**config.mk**
```make
export PLATFORM = sky130hd
export DESIGN_NAME = move_judge
export DESIGN_NICKNAME = d
export VERILOG_FILES = /design/src/rtl/move_judge.sv
export SDC_FILE = /design/constraint.sdc
export NUM_CORES = 1
export LEC_CHECK = 0
export ABC_CLOCK_PERIOD_IN_PS = 2750
export BUFFER_PORTS_ARGS = -buffer_cell sky130_fd_sc_hd__buf_2
export CORE_ASPECT_RATIO = 1.75
export CORE_UTILIZATION = 51
export DETAILED_ROUTE_END_ITERATION = 8
export GPL_ROUTABILITY_DRIVEN = 0
export GPL_TIMING_DRIVEN = 0
export MAX_ROUTING_LAYER = met4
export PLACE_DENSITY_LB_ADDON = 0.15
export SLEW_MARGIN = 20
export SYNTH_ARGS = -nofsm -noshare
export SYNTH_HDL_FRONTEND = slang
export SYNTH_SLANG_ARGS = --single-unit
```
**constraint.sdc**
```tcl
create_clock -name clk -period 2.75 [get_ports clk]
set_input_delay 0.4125 -clock clk [delete_from_list [all_inputs] [get_ports clk]]
set_output_delay 0.4125 -clock clk [all_outputs]
set_load 0.03 [all_outputs]
```
**src/rtl/move_judge.sv**
```systemverilog
// move_judge: decides whether a one-step player move is allowed by reading
// the target tile (and, for portals, the destination tile) from map memory.
// Responses are single-cycle accept/deny pulses; all outputs are registered.
module move_judge #(
    parameter logic [18:0] MAP_BASE = 19'd0,
    parameter logic [3:0]  GRID_MAX = 4'd15
) (
    input  logic        clk,
    input  logic        rstn,
    input  logic [3:0]  player_x,
    input  logic [3:0]  player_y,
    input  logic        ask_move,
    input  logic [3:0]  ask_x,
    input  logic [3:0]  ask_y,
    output logic [18:0] map_addr,
    input  logic [15:0] map_data,
    output logic        accept_move,
    output logic [3:0]  goto_x,
    output logic [3:0]  goto_y,
    output logic        deny_move,
    output logic        busy
);

    typedef enum logic [1:0] {
        IDLE    = 2'd0,
        RD_TGT  = 2'd1,
        RD_PORT = 2'd2,
        RESP    = 2'd3
    } state_t;

    localparam logic [3:0] TILE_FLOOR  = 4'd0;
    localparam logic [3:0] TILE_PORTAL = 4'd2;

    state_t      state_q, state_d;
    logic [3:0]  tgt_x_q, tgt_x_d;
    logic [3:0]  tgt_y_q, tgt_y_d;
    logic [18:0] map_addr_q, map_addr_d;
    logic        accept_q, accept_d;
    logic        deny_q, deny_d;
    logic        busy_q, busy_d;
    logic [3:0]  goto_x_q, goto_x_d;
    logic [3:0]  goto_y_q, goto_y_d;

    logic [3:0]  tile_type_s;
    logic [3:0]  port_x_s;
    logic [3:0]  port_y_s;
    logic        ask_legal_s;
    logic        port_in_range_s;
    logic        unused_map_bits_s;

    // Word address of tile (x,y); the sum wraps naturally at 19 bits.
    function automatic logic [18:0] tile_addr(input logic [3:0] x, input logic [3:0] y);
        return MAP_BASE + {11'd0, y, x};
    endfunction

    // Absolute difference of two coordinates as a 5-bit unsigned value.
    function automatic logic [4:0] abs_diff(input logic [3:0] a, input logic [3:0] b);
        logic [4:0] r;
        if (a >= b) begin
            r = {1'b0, a} - {1'b0, b};
        end else begin
            r = {1'b0, b} - {1'b0, a};
        end
        return r;
    endfunction

    assign tile_type_s       = map_data[15:12];
    assign port_x_s          = map_data[7:4];
    assign port_y_s          = map_data[3:0];
    assign unused_map_bits_s = ^map_data[11:8];

    // A request is legal when the target is on the grid and exactly one step away.
    always_comb begin
        ask_legal_s = (ask_x <= GRID_MAX) && (ask_y <= GRID_MAX) &&
                      ((abs_diff(ask_x, player_x) + abs_diff(ask_y, player_y)) == 5'd1);
        port_in_range_s = (port_x_s <= GRID_MAX) && (port_y_s <= GRID_MAX);
    end

    // Next-state and registered-output decisions for the judging sequence.
    always_comb begin
        state_d    = state_q;
        tgt_x_d    = tgt_x_q;
        tgt_y_d    = tgt_y_q;
        map_addr_d = map_addr_q;
        accept_d   = 1'b0;
        deny_d     = 1'b0;
        goto_x_d   = goto_x_q;
        goto_y_d   = goto_y_q;

        case (state_q)
            IDLE: begin
                if (ask_move) begin
                    if (ask_legal_s) begin
                        tgt_x_d    = ask_x;
                        tgt_y_d    = ask_y;
                        map_addr_d = tile_addr(ask_x, ask_y);
                        state_d    = RD_TGT;
                    end else begin
                        // Refused without touching memory; no RESP visit needed.
                        deny_d = 1'b1;
                    end
                end else begin
                    state_d = IDLE;
                end
            end
            RD_TGT: begin
                case (tile_type_s)
                    TILE_FLOOR: begin
                        accept_d = 1'b1;
                        goto_x_d = tgt_x_q;
                        goto_y_d = tgt_y_q;
                        state_d  = RESP;
                    end
                    TILE_PORTAL: begin
                        if (port_in_range_s) begin
                            // Reuse the target registers to hold the portal exit.
                            tgt_x_d    = port_x_s;
                            tgt_y_d    = port_y_s;
                            map_addr_d = tile_addr(port_x_s, port_y_s);
                            state_d    = RD_PORT;
                        end else begin
                            deny_d  = 1'b1;
                            state_d = RESP;
                        end
                    end
                    default: begin
                        // Walls and every unknown type block the move.
                        deny_d  = 1'b1;
                        state_d = RESP;
                    end
                endcase
            end
            RD_PORT: begin
                // Only a floor exit is usable; portals do not chain.
                if (tile_type_s == TILE_FLOOR) begin
                    accept_d = 1'b1;
                    goto_x_d = tgt_x_q;
                    goto_y_d = tgt_y_q;
                end else begin
                    deny_d = 1'b1;
                end
                state_d = RESP;
            end
            RESP: begin
                state_d = IDLE;
            end
            default: begin
                state_d = IDLE;
            end
        endcase

        busy_d = (state_d != IDLE);
    end

    // State and output registers; reset aborts any request in flight.
    always_ff @(posedge clk or negedge rstn) begin
        if (!rstn) begin
            state_q    <= IDLE;
            tgt_x_q    <= 4'd0;
            tgt_y_q    <= 4'd0;
            map_addr_q <= MAP_BASE;
            accept_q   <= 1'b0;
            deny_q     <= 1'b0;
            busy_q     <= 1'b0;
            goto_x_q   <= 4'd0;
            goto_y_q   <= 4'd0;
        end else begin
            state_q    <= state_d;
            tgt_x_q    <= tgt_x_d;
            tgt_y_q    <= tgt_y_d;
            map_addr_q <= map_addr_d;
            accept_q   <= accept_d;
            deny_q     <= deny_d;
            busy_q     <= busy_d;
            goto_x_q   <= goto_x_d;
            goto_y_q   <= goto_y_d;
        end
    end

    assign map_addr    = map_addr_q;
    assign accept_move = accept_q;
    assign deny_move   = deny_q;
    assign busy        = busy_q;
    assign goto_x      = goto_x_q;
    assign goto_y      = goto_y_q;

endmodule

```
==> metrics.cfg, run 1 <==
[layout]
area_delta_synth_final_pct = 41.2
drive_above_1_share = 0.432
antenna_cells = 0
fin_cells = 331
mostFrequentLayoutCells = 43 x buf_2, 33 x nand2_1, 25 x buf_4
nets = 350
fin_util = 0.745
layout_commonest_cell = buf_2
fill_cells = 284

[die]
die_h_um = 82.7
core_area_um2 = 3590
rows = 29
die-area_um2 = 3980
initial_utilization = 0.528
dieWidth_um = 48.1
num_io_pins = 65

[detailed_routing]
firstDrtPassIters = 4
drt_wl_total_um = 4040
first_iter_violations = 12
num_vias = 1649
drcViolationCount = 0
viasPerCell = 4.98
antenna_left = 0
avgRoutedWirePerCell_um = 12.2

[yosys]
synth_fa_ha_area_frac = 0.211
synth_compound_area_frac = 0.157
synth_top_area_frac = 0.277
synth_mux_area_frac = 0.0858
ys_types = 37
yosys_register_bits = 21
synth-simple-area-share = 0.120
synthXorXnorAreaFrac = 0.0363
synth_top_cell_by_area = dfrtp_1
syn_area_per_cell_um2 = 9.12
synth_area_um2 = 1900
synthCells = 208
synth_area_leaders = dfrtp_1 28%, ha_1 16%, nand2_1 6.5%
synth-warning-count = 0
synth_seq_area_share = 0.277
synth_top_family_by_area = adder cells

[clock_tree]
clk_path_buf_depth = 2
clk_latency_ps = 250
cts_buffers = 3
root_buffer = clkbuf_8
postCtsHoldBufs = 0
cts_tree = yes
htreeDepth = 1
clk_pin_slew_ps = 70
cts.sinks = 21

[grt]
grt_util_all_layers = 0.228
grt_overflow = 0
grt_pass1_wl_um = 6430
grt_max_degree = 22
grt_antenna_before_repair = 0
first_global_vias = 1562

[timing]
skew_ps = 3.62
setup_viol = 11
drv_slew = 0
fin_ws_ps = -763
period_share = 1.28
max_freq_mhz = 285
rsz0062_at_grt = true
min_period_ps = 3510
timing.setup.tns_ps = -7690
hold_viol_final = 0
whs_ps = 89.4

[pwr]
switching_share = 0.450
cell_internal_pwr_mw = 1.20
p_total_mw = 2.17
seq_power_share = 0.246
p_leak_nw = 1.39
switchingPower_uw = 978
power_density_nw_per_um2 = 812
ir_drop_v = 0.000479
clock_power_share = 0.089
combPwrFrac = 0.665

[status]
outcome = finished with violations
failed_checks = setup timing

[worst_hold_path]
hold_path.class = in2async

[setup_path]
crit_path_top_delay_cell = ha_1
r2r_slack_ps = 570
reg2reg_depth = 8
critPathMaxFanout = 8
worstSetupPathType = in2reg
end_kind = flip-flop
worstSetupStartpointType = primary input
cp.arrival_ps = 3650
crit_top_cell = nor2_4
worstPathCellList = buf_8 -> inv_4 -> ha_4 -> nand2b_4 -> a211oi_4 -> nor2_4 -> nor2_4 -> mux2i_1 -> xor2_1 -> ha_1 -> a21oi_2 -> nand2_1 -> or2_4 -> o211ai_4 -> xor2_2 -> o32ai_4 -> buf_12 -> mux2_4
max_stage_delay_ps = 310
worst_ep_required_time_ps = 2890

[job]
maxCapViolCount = 0

[placement]
dp_hpwl_um = 3250
dp.cells = 313
io_buffers = 49

-- final timing paths --
| check | from | to |
|---|---|---|
| worst min register to register | goto_x[0] | goto_x[0] |
| worst max register to register | state_q[0] | tgt_x_q[1] |
| worst max-delay path | player_x[0] | tgt_x_q[1] |
| max in group asynchronous | rstn | tgt_x_q[1] |
| worst min-delay path | rstn | state_q[1] |
| min in group clk | goto_x[0] | goto_x[0] |
-- stage by stage --
stage	setup WS [ps]	instance area, um2
2_1_floorplan	-752	2090
3_3_place_gp	-1270	2400
3_5_place_dp	-1360	2400
4_1_cts	-783	2590
5_1_grt	-897	2680
6_report	-763	2680
-- kinds of logic (layout without fill, tap and decap cells) --
group | Yosys count | count (layout)
flops | 21 | 21
fa+ha+maj | 29 | 29
compound gates | 43 | 43
other cells | 1 | 11
mux | 15 | 15
xor+xnor | 7 | 7
buf+inv | 40 | 107
simple gates | 52 | 52
-- power by group through the flow --
stage / clock, mW / combinational, mW / sequential (mW)
4_1_cts: 0.199 / 1.40 / 0.536
6_report: 0.193 / 1.45 / 0.534
5_1_grt: 0.210 / 1.58 / 0.562
2_1_floorplan: 0 / 0.754 / 0.786
3_3_place_gp: 0 / 1.26 / 0.539
3_5_place_dp: 0 / 1.30 / 0.541
-- flip-flops by register name (all words and copies together), names as in the netlist --
name and flops:
goto_y 4, goto_x 4, tgt_x_q 3, map_addr 2, deny_move 1, busy 1, tgt_y_q 3, accept_move 1
state_q 2
-- critical path: cells and delay by family --
kind / cells / cell delay, ps
and+or+nand+nor: 5 / 690
muxes: 2 / 520
AOI/OAI and AO/OA: 4 / 770
xor gates and xnor gates: 2 / 450
adders and majority gates: 2 / 500
buffers and inverters: 3 / 300
-- synth_stat cells --
cell type  count
conb_1         1
mux2_2        10
o32ai_4        1
o21ai_0        9
or3_4          1
o211ai_2       1
o31ai_1        1
a311o_1        1
nand3b_1       1
mux2i_1        5
xor2_1         3
a21oi_1       13
clkbuf_8       1
or2_2          2
a211oi_1       2
nand4b_1       1
fa_1           5
xor2_2         1
buf_4         11
nand2b_1       2
nor2_1         7
a21o_1         8
nand3_1        3
dfrtp_1       21
clkbuf_2       1
nor3_1         2
a21oi_2        1
o21a_1         1
ha_1          24
xnor2_1        3
inv_1         25
o211ai_1       2
a211o_1        2
a31oi_1        1
buf_6          1
nand2_1       33
clkinv_1       1
-- cell type report --
type,count,area [um2],area share
buffer,14,113,0.0421
clock buffer,3,41.3,0.0154
clock inverter,1,5.00,0.00187
inverter,26,109,0.0407
multi-input combinational,157,1430,0.533
sequential,21,526,0.196
tap,46,57.6,0.0215
timing repair buffer,63,400,0.150
-- timing repair --
item,in CTS,in global routing
pin swaps,12,5
resized for setup,14,14
buffers inserted,10,4
endpoints found under the setup margin,11,11
-- metal layers --
metal	share of wire	wire, um	GRT usage
met5	0	0	-
met2	0.60	2430	0.441
met4	0.016	64	0.0861
met3	0.023	93	0.00870
met1	0.36	1450	0.220
(Power assumes the default switching activity.)
==> run 2, diff against run 1 <==
- CORE_ASPECT_RATIO: 1.75 -> 0.5
- CORE_MARGIN: not set -> 3
- GPL_TIMING_DRIVEN: 0 -> 1
==> run 2 against run 1 <==
The run still ends with setup timing left. Global-route usage fell by 1.0 points. Hold slack better by 4.3 ps. Die area up 14%. Combinational power is essentially flat. Final area grew 3.1%. First-iteration DRC count grew 100%. Final cell count rose by 6.0%. Routed wire length up 17%. Worst setup slack got worse by 9.5 ps. Critical path type unchanged. Critical endpoint is now tgt_y_q[0]. Highest routed layer unchanged.
==> metrics.cfg, run 2 (synthesized netlist as in run 1, its figures left out) <==
[status]
outcome = finished with violations
failed_checks = setup timing

[die]
core_area_um2 = 3280
die_h_um = 49.1
rows = 14
dieWidth_um = 92.2
initial_utilization = 0.579
num_io_pins = 65
die-area_um2 = 4530

[setup_path]
r2r_start = state_q[1]
r2r_slack_ps = 320
cp.arrival_ps = 3660
reg2reg_depth = 8
worstSetupPathType = in2reg
worstSetupStartpointType = primary input
worstReg2RegEnd = tgt_y_q[0]
critPathMaxFanout = 7
worst_ep_required_time_ps = 2890
end_kind = flip-flop

[job]
maxCapViolCount = 0

[grt]
first_global_vias = 1781
grt_max_degree = 22
grt_pass1_wl_um = 7730
grt_overflow = 0
grt_util_all_layers = 0.217
grt_antenna_before_repair = 0

[layout]
nets = 368
drive_above_1_share = 0.455
area_delta_synth_final_pct = 45.5
antenna_cells = 0
layout_commonest_cell = buf_2
mostFrequentLayoutCells = 46 x buf_2, 45 x buf_4, 33 x nand2_1
post-route-cell-area_um2 = 2760
fin_cells = 351

[detailed_routing]
antenna_left = 0
firstDrtPassIters = 5
avgRoutedWirePerCell_um = 13.5
drt_wl_total_um = 4730
num_vias = 1756
viasPerCell = 5.00
first_iter_violations = 24
drcViolationCount = 0

[timing]
worst_pin_slew_ps = 567
skew_ps = 2.29
rsz0062_at_grt = true
period_share = 1.28
hold_viol_final = 0
min_period_ps = 3520
drv_slew = 0
fin_ws_ps = -772
whs_ps = 93.8
setup_viol = 11
slew_headroom = 0.622
max_freq_mhz = 284

[clock_tree]
clk_latency_ps = 250
postCtsHoldBufs = 0
cts_buffers = 3
cts_tree = yes
cts.sinks = 21
root_buffer = clkbuf_8
clk_path_buf_depth = 2
htreeDepth = 1
clk_pin_slew_ps = 70

[pwr]
switching_share = 0.456
combPwrFrac = 0.663
seq_power_share = 0.249
cell_internal_pwr_mw = 1.20
ir_drop_v = 0.000385
p_leak_nw = 1.46
clock_power_share = 0.088
power_density_nw_per_um2 = 802
switchingPower_mw = 1.01

[placement]
dp_hpwl_um = 3790
dp.cells = 341
io_buffers = 49
placed_area_um2 = 2590

[worst_hold_path]
hold_path.class = in2async

==> run 2: cell type report <==
class                      count  area, um2
multi-input combinational    157       1400
timing repair buffer          95        622
sequential                    21        526
fill                         205        515
inverter                      26        106
tap                           48       60.1
clock buffer                   3       41.3
clock inverter                 1       5.00
==> run 2: layer usage <==
layer | routed length (um) | vias to the layer above | GRT usage | part of all wire
li1 | - | 864 | - | -
met1 | 2160 | 821 | 0.261 | 0.46
met2 | 2260 | 65 | 0.386 | 0.48
met3 | 266 | 6 | 0.0262 | 0.056
met4 | 42 | 0 | 0.0640 | 0.0089
met5 | 0 | - | - | 0
==> run 2: worst max-delay path, cell delays in order <==
cell and delay, ps:
buf_6 100, inv_4 50, ha_4 190, nand2b_4 140
a211oi_4 260, nor2_2 100, nor2_4 160, mux2i_2 250
xor2_1 180, ha_1 310, a21oi_2 210, nand2_1 90
buf_4 130, o211ai_1 130, o211ai_4 120, xor2_2 170
o32ai_4 180, buf_12 170, mux2_4 300
==> run 2: stage by stage <==
step	util	power (mW)	TNS (ps)	setup WS [ps]
floorplan	-	1.54	-7260	-752
global placement	0.790	1.85	-10070	-967
detailed placement	0.790	1.90	-11250	-1090
CTS	0.826	2.19	-7580	-757
global route	0.843	2.36	-9500	-925
finish	0.843	2.21	-7800	-772
==> run 2: repair_timing <==
item                       CTS  global route
gates cloned                 0             0
pin swaps                    4            12
setup buffers                5             3
resized for setup            6             9
setup endpoints to repair   11            11
==> run 2: how the worst max path moves through the flow <==
stage	endpoint	slack, ps	start	depth (start not counted)
floorplan	map_addr[3]	-750	player_x[1]	14
global placement	tgt_y_q[2]	-970	ask_y[0]	15
detailed placement	tgt_y_q[0]	-1090	player_y[0]	16
CTS	map_addr[7]	-760	player_y[0]	17
global route	tgt_y_q[2]	-930	ask_x[0]	19
finish	tgt_y_q[0]	-770	player_x[0]	19
==> run 2: power by group through the flow <==
stage | clock [mW] | sequential [mW] | combinational (mW)
finish | 0.195 | 0.552 | 1.47
CTS | 0.195 | 0.551 | 1.44
detailed placement | 0 | 0.556 | 1.35
global route | 0.212 | 0.570 | 1.58
floorplan | 0 | 0.786 | 0.754
global placement | 0 | 0.545 | 1.30
